<file path="src/rtl/reg_file.sv">
// Renaming register file: per-register value, busy bit and ROB tag; lookups are combinational with commit bypass.
// Zero-latency lookup; state updates on posedge clk only while rdy=1 (rdy=0 holds all state).
module reg_file #(
    parameter int REG_NUM   = 32,
    parameter int ROB_IDX_W = 4
) (
    input  logic                 clk,
    input  logic                 rst,
    input  logic                 rdy,
    input  logic                 Dis_flag,
    input  logic [4:0]           Dis_rd,
    input  logic [ROB_IDX_W-1:0] Dis_ROB_idx,
    input  logic [4:0]           Dis_rs1,
    input  logic [4:0]           Dis_rs2,
    output logic                 Dis_Q1_flag,
    output logic                 Dis_Q2_flag,
    output logic [ROB_IDX_W-1:0] Dis_Q1,
    output logic [ROB_IDX_W-1:0] Dis_Q2,
    output logic [31:0]          Dis_V1,
    output logic [31:0]          Dis_V2,
    input  logic                 ROB_write_flag,
    input  logic [4:0]           ROB_rd,
    input  logic [ROB_IDX_W-1:0] ROB_ROB_idx,
    input  logic [31:0]          ROB_val,
    input  logic                 ROB_roll
);

    logic [31:0]          val_q  [REG_NUM];
    logic [31:0]          val_d  [REG_NUM];
    logic [ROB_IDX_W-1:0] tag_q  [REG_NUM];
    logic [ROB_IDX_W-1:0] tag_d  [REG_NUM];
    logic [REG_NUM-1:0]   busy_q;
    logic [REG_NUM-1:0]   busy_d;

    logic [4:0]           rs     [2];
    logic                 lk_flag[2];
    logic [ROB_IDX_W-1:0] lk_q   [2];
    logic [31:0]          lk_v   [2];

    always_comb begin
        val_d  = val_q;
        tag_d  = tag_q;
        busy_d = busy_q;
        if (rdy) begin
            // Only the matching rename is retired; a newer rename of the same rd stays busy.
            if (ROB_write_flag && ROB_rd != 5'd0) begin
                val_d[ROB_rd] = ROB_val;
                if (busy_q[ROB_rd] && tag_q[ROB_rd] == ROB_ROB_idx)
                    busy_d[ROB_rd] = 1'b0;
            end
            if (ROB_roll) begin
                busy_d = '0;
                for (int i = 0; i < REG_NUM; i++)
                    tag_d[i] = '0;
            end else if (Dis_flag && Dis_rd != 5'd0) begin
                busy_d[Dis_rd] = 1'b1;
                tag_d[Dis_rd]  = Dis_ROB_idx;
            end
        end
    end

    always_ff @(posedge clk) begin
        if (rst) begin
            busy_q <= '0;
            for (int i = 0; i < REG_NUM; i++) begin
                val_q[i] <= '0;
                tag_q[i] <= '0;
            end
        end else begin
            busy_q <= busy_d;
            val_q  <= val_d;
            tag_q  <= tag_d;
        end
    end

    // Lookups see held state plus the commit bypass, never this cycle's rename.
    always_comb begin
        rs[0] = Dis_rs1;
        rs[1] = Dis_rs2;
        for (int p = 0; p < 2; p++) begin
            lk_flag[p] = 1'b0;
            lk_q[p]    = '0;
            lk_v[p]    = '0;
            if (rs[p] != 5'd0) begin
                if (!busy_q[rs[p]]) begin
                    lk_v[p] = val_q[rs[p]];
                end else if (ROB_write_flag && ROB_rd == rs[p] &&
                             tag_q[rs[p]] == ROB_ROB_idx) begin
                    lk_v[p] = ROB_val;
                end else begin
                    lk_flag[p] = 1'b1;
                    lk_q[p]    = tag_q[rs[p]];
                end
            end
        end
    end

    assign Dis_Q1_flag = lk_flag[0];
    assign Dis_Q1      = lk_q[0];
    assign Dis_V1      = lk_v[0];
    assign Dis_Q2_flag = lk_flag[1];
    assign Dis_Q2      = lk_q[1];
    assign Dis_V2      = lk_v[1];

endmodule

</file>
<file path="config.mk">
export PLATFORM = sky130hd
export DESIGN_NAME = reg_file
export DESIGN_NICKNAME = d
export VERILOG_FILES = /design/src/rtl/reg_file.sv
export SDC_FILE = /design/constraint.sdc
export NUM_CORES = 2
export LEC_CHECK = 0
export CAP_MARGIN = 40
export CELL_PAD_IN_SITES_DETAIL_PLACEMENT = 0
export CELL_PAD_IN_SITES_GLOBAL_PLACEMENT = 1
export CORE_MARGIN = 2
export CORE_UTILIZATION = 40
export CTS_CLUSTER_SIZE = 24
export DETAILED_ROUTE_END_ITERATION = 8
export GPL_ROUTABILITY_DRIVEN = 1
export PLACE_DENSITY_LB_ADDON = 0.1
export SYNTH_ARGS = -nofsm -noshare
export SYNTH_HDL_FRONTEND = slang
export SYNTH_SLANG_ARGS = --single-unit
</file>
<file path="constraint.sdc">
create_clock -name clk -period 5.8 [get_ports clk]
set_input_delay 0.87 -clock clk [delete_from_list [all_inputs] [get_ports clk]]
set_output_delay 0.87 -clock clk [all_outputs]
set_load 0.1 [all_outputs]
</file>
==> run_results.csv <==
group,metric,value,unit
synth,synth_flop_cell,"dfxtp_1",
detailed_routing,final_antenna_net_count,0,
cells_and_area,final_nets,6904,
global_routing,antenna_found_initial,13,
synth,synthAdderAreaFrac,0,
setup_path,critPathRequiredTime,4930,ps
pwr,ir_drop,0.0003072,V
floorplan,core,157800,µm²
synth,yosys.area_share.simple,0.1676,
synth,synthTopCellsByArea,"dfxtp_1 (37%), mux4_2 (21%), nand2_1 (12%), a21oi_1 (8.3%), mux2i_1 (6.3%)",
setup_path,arrival,4330,ps
detailed_routing,vias,56970,
floorplan,ios,140,
clocking,clkTransAtPathRegs,50,ps
timing,final_max_slew_viol_count,0,
detailed_routing,drtIter0Drc,7521,
timing,setup_viol,0,
worst_hold_path,hold_path.class,"reg2reg",
synth,synthDistinctLibCells,60,
clocking,ctsResizeCount,0,
floorplan,rows,146,
detailed_routing,first_pass_iters,7,
timing,finalCritPeriodShare,0.8971,
global_routing,grt_start_max_net_pins,167,
setup_path,slowest_stage,"a2111oi_4",
synth,syn-num-nets,7129,
synth,async_reset_ff_frac,0,
synth,synthCells,7063,
pwr,p_per_area,265.1,nW/µm²
global_routing,overflow,0,
timing,hold_viol,0,
timing,worstMarginPinSlew,1237,ps
synth,ys_warn_count,0,
detailed_routing,drc,0,
detailed_routing,routed_wl,288900,µm
synth,muxShareOfSynthArea,0.2850,
clocking,ctsHoldBuffers,0,
floorplan,initial_utilization,0.4017,
clocking,cts_root_buffer,"clkbuf_16",
cells_and_area,drive_above_1_share,0.1830,
synth,synth_area,63400,µm²
clocking,clock_latency,780,ps
global_routing,track_usage,0.3479,
timing,layout_min_cycle_time,5203,ps
timing,rsz0062_at_grt,"no",
cells_and_area,nFillCells,14950,
synth,synth_compound_area_frac,0.1231,
setup_path,crit_type,"in2out",
synth,synth_edf_count,0,
clocking,postCtsSetupRepairBufs,0,
setup_path,crit_fanout,35,
clocking,cts_tree,"built",
outcome,status,"finished, final reports clean",
setup_path,endpoint_kind,"primary output",
place,port_buffers,139,
detailed_routing,avgViaCountPerCell,6.320,
setup_path,crit_top_cell,"buf_12",
timing,fmax,0.1922,GHz
synth,avgSynthCellArea,8.976,µm²
timing,slew_headroom,0.1753,
timing,setup_tns,0,ps
global_routing,grt_pass1_wl,406800,µm
clocking,cts-htree-levels,4,
synth,synth_top_family_by_area,"multiplexers",
synth,synth.largest_area_cell,"dfxtp_1",
cells_and_area,postLayoutCoreUtil,0.4616,
floorplan,fp.dieW,402.1,µm
floorplan,die_area,161700,µm²
setup_path,path_cells,"buf_8 > mux4_2 > a22oi_1 > nand3_1 > xor2_1 > or3_1 > a2111oi_4 > buf_12 > a32o_1 > buf_12",
place,pre_cts_slack,700.3,ps
synth,ys_top_cells_by_count,"nand2_1 (2092), dfxtp_1 (1184), a21oi_1 (1055)",
synth,synth_top_area_share,0.3739,
timing,setup_slack,596.7,ps
floorplan,die_h,402.1,µm
detailed_routing,wl_per_cell,32.05,µm
setup_path,cp-start-kind,"input pin",
run,max_cap_viol_count,0,
clocking,clk_path_buf_depth,3,
synth,yosys_register_bits,1184,
synth,synth_xor_area_frac,0.002901,
setup_path,max_stage_delay,580,ps
clocking,cts_buffers,142,
setup_path,path_delay_family,"compound AO/OA/AOI/OAI gates",
timing,hold_slack,465.2,ps
pwr,leakage,23.77,nW
synth,yosysMostFrequentCell,"nand2_1",
cells_and_area,synthToLayoutAreaGrowth,14.91,%
clocking,cts_sinks,1184,
setup_path,critical_path_buf_inv_count,3,
synth,yosysSeqAreaShare,0.3739,
place,gp_congestion,0.9496,
global_routing,grt_pass1_vias,53040,
place,dp_hpwl,174000,µm
timing,final.setup_skew,23.61,ps
-- worst reg2reg max path, delay by kind of cell (launching register included) --
kind / cells / cell delay (ps)
buf+inv: 1 / 250
flops: 1 / 390
compound gates: 4 / 1020
simple gates: 2 / 830
mux: 1 / 170
-- where the power goes --
group | switching [W] | internal [W] | total [W] | leakage, nW
combinational | 0.00133 | 0.000575 | 0.00191 | 11.9
clock | 0.00373 | 0.00548 | 0.00921 | 2.34
sequential | 0.0000261 | 0.00816 | 0.00819 | 9.54
total | 0.00509 | 0.0142 | 0.0193 | 23.8
-- through the flow --
stage	cell area, µm²	std cells	power [W]
floorplan	63420	7063	0.009515
global placement	67570	8740	0.01022
detailed placement	68100	8766	0.01025
CTS	72840	9010	0.01938
global route	72840	9010	0.01978
finish	72850	9014	0.01931
-- area by class of cell --
type	instances	area [µm²]	share of cell area
clock inverter	28	365.4	0.005015
tap	2072	2592	0.03559
antenna	4	10.01	0.0001374
timing repair buffer	363	4692	0.06441
multi-input combinational	5141	37090	0.5092
inverter	6	22.52	0.0003092
sequential	1184	23700	0.3254
clock buffer	216	4370	0.05999
-- metal layers --
layer,wire length [µm],GRT usage
met5,61,0
met4,11930,0.1351
met3,30560,0.08521
met2,124200,0.5084
met1,122100,0.4939
-- cells in the final DEF (no fill, tap or decap), types with 28 or more instances in the layout --
| cell type | Yosys | final |
|---|---|---|
| nand2_1 | 2092 | 2062 |
| dfxtp_1 | 1184 | 1184 |
| a21oi_1 | 1055 | 1054 |
| mux4_2 | 605 | 605 |
| mux2i_1 | 399 | 399 |
| nor2_1 | 378 | 347 |
| buf_4 | 17 | 160 |
| clkbuf_16 | 0 | 149 |
| buf_12 | 0 | 122 |
| o21ai_0 | 56 | 56 |
| nor2b_1 | 55 | 54 |
| clkdlybuf4s50_1 | 0 | 48 |
| a31oi_1 | 47 | 47 |
| a22oi_1 | 44 | 44 |
| o22ai_1 | 41 | 41 |
| mux2_2 | 40 | 40 |
| clkbuf_8 | 0 | 40 |
| a32o_1 | 32 | 32 |
| o2bb2ai_1 | 32 | 32 |
| nand3_1 | 34 | 31 |
| nor2_4 | 0 | 31 |
| nand2_2 | 0 | 30 |
| a221oi_1 | 28 | 28 |
| clkbuf_1 | 571 | 28 |
-- flip-flops by register name (all words and copies together), names as in the netlist --
register / cells
tag_q: 128
busy_q: 32
val_q: 1024
-- logic make-up after synthesis --
family,count (synthesis)
compound gates,1397
xor+xnor,21
buf+inv,738
flops,1184
mux,1044
simple gates,2679
-- path summary, 6_finish.rpt --
kind / from / endpoint / slack (ps) / depth (start not counted)
setup reg to reg: tag_q[39]$_SDFFE_PP0P_ / busy_q[2]$_SDFFE_PP0P_ / 3060 / 8
hold reg to reg: val_q[59]$_SDFFE_PP0P_ / val_q[59]$_SDFFE_PP0P_ / 470 / 2
hold / removal: val_q[59]$_SDFFE_PP0P_ / val_q[59]$_SDFFE_PP0P_ / 470 / 2
setup / recovery: Dis_rs1[0] / Dis_V1[29] / 600 / 10
Power figures use the tool's default switching activity.
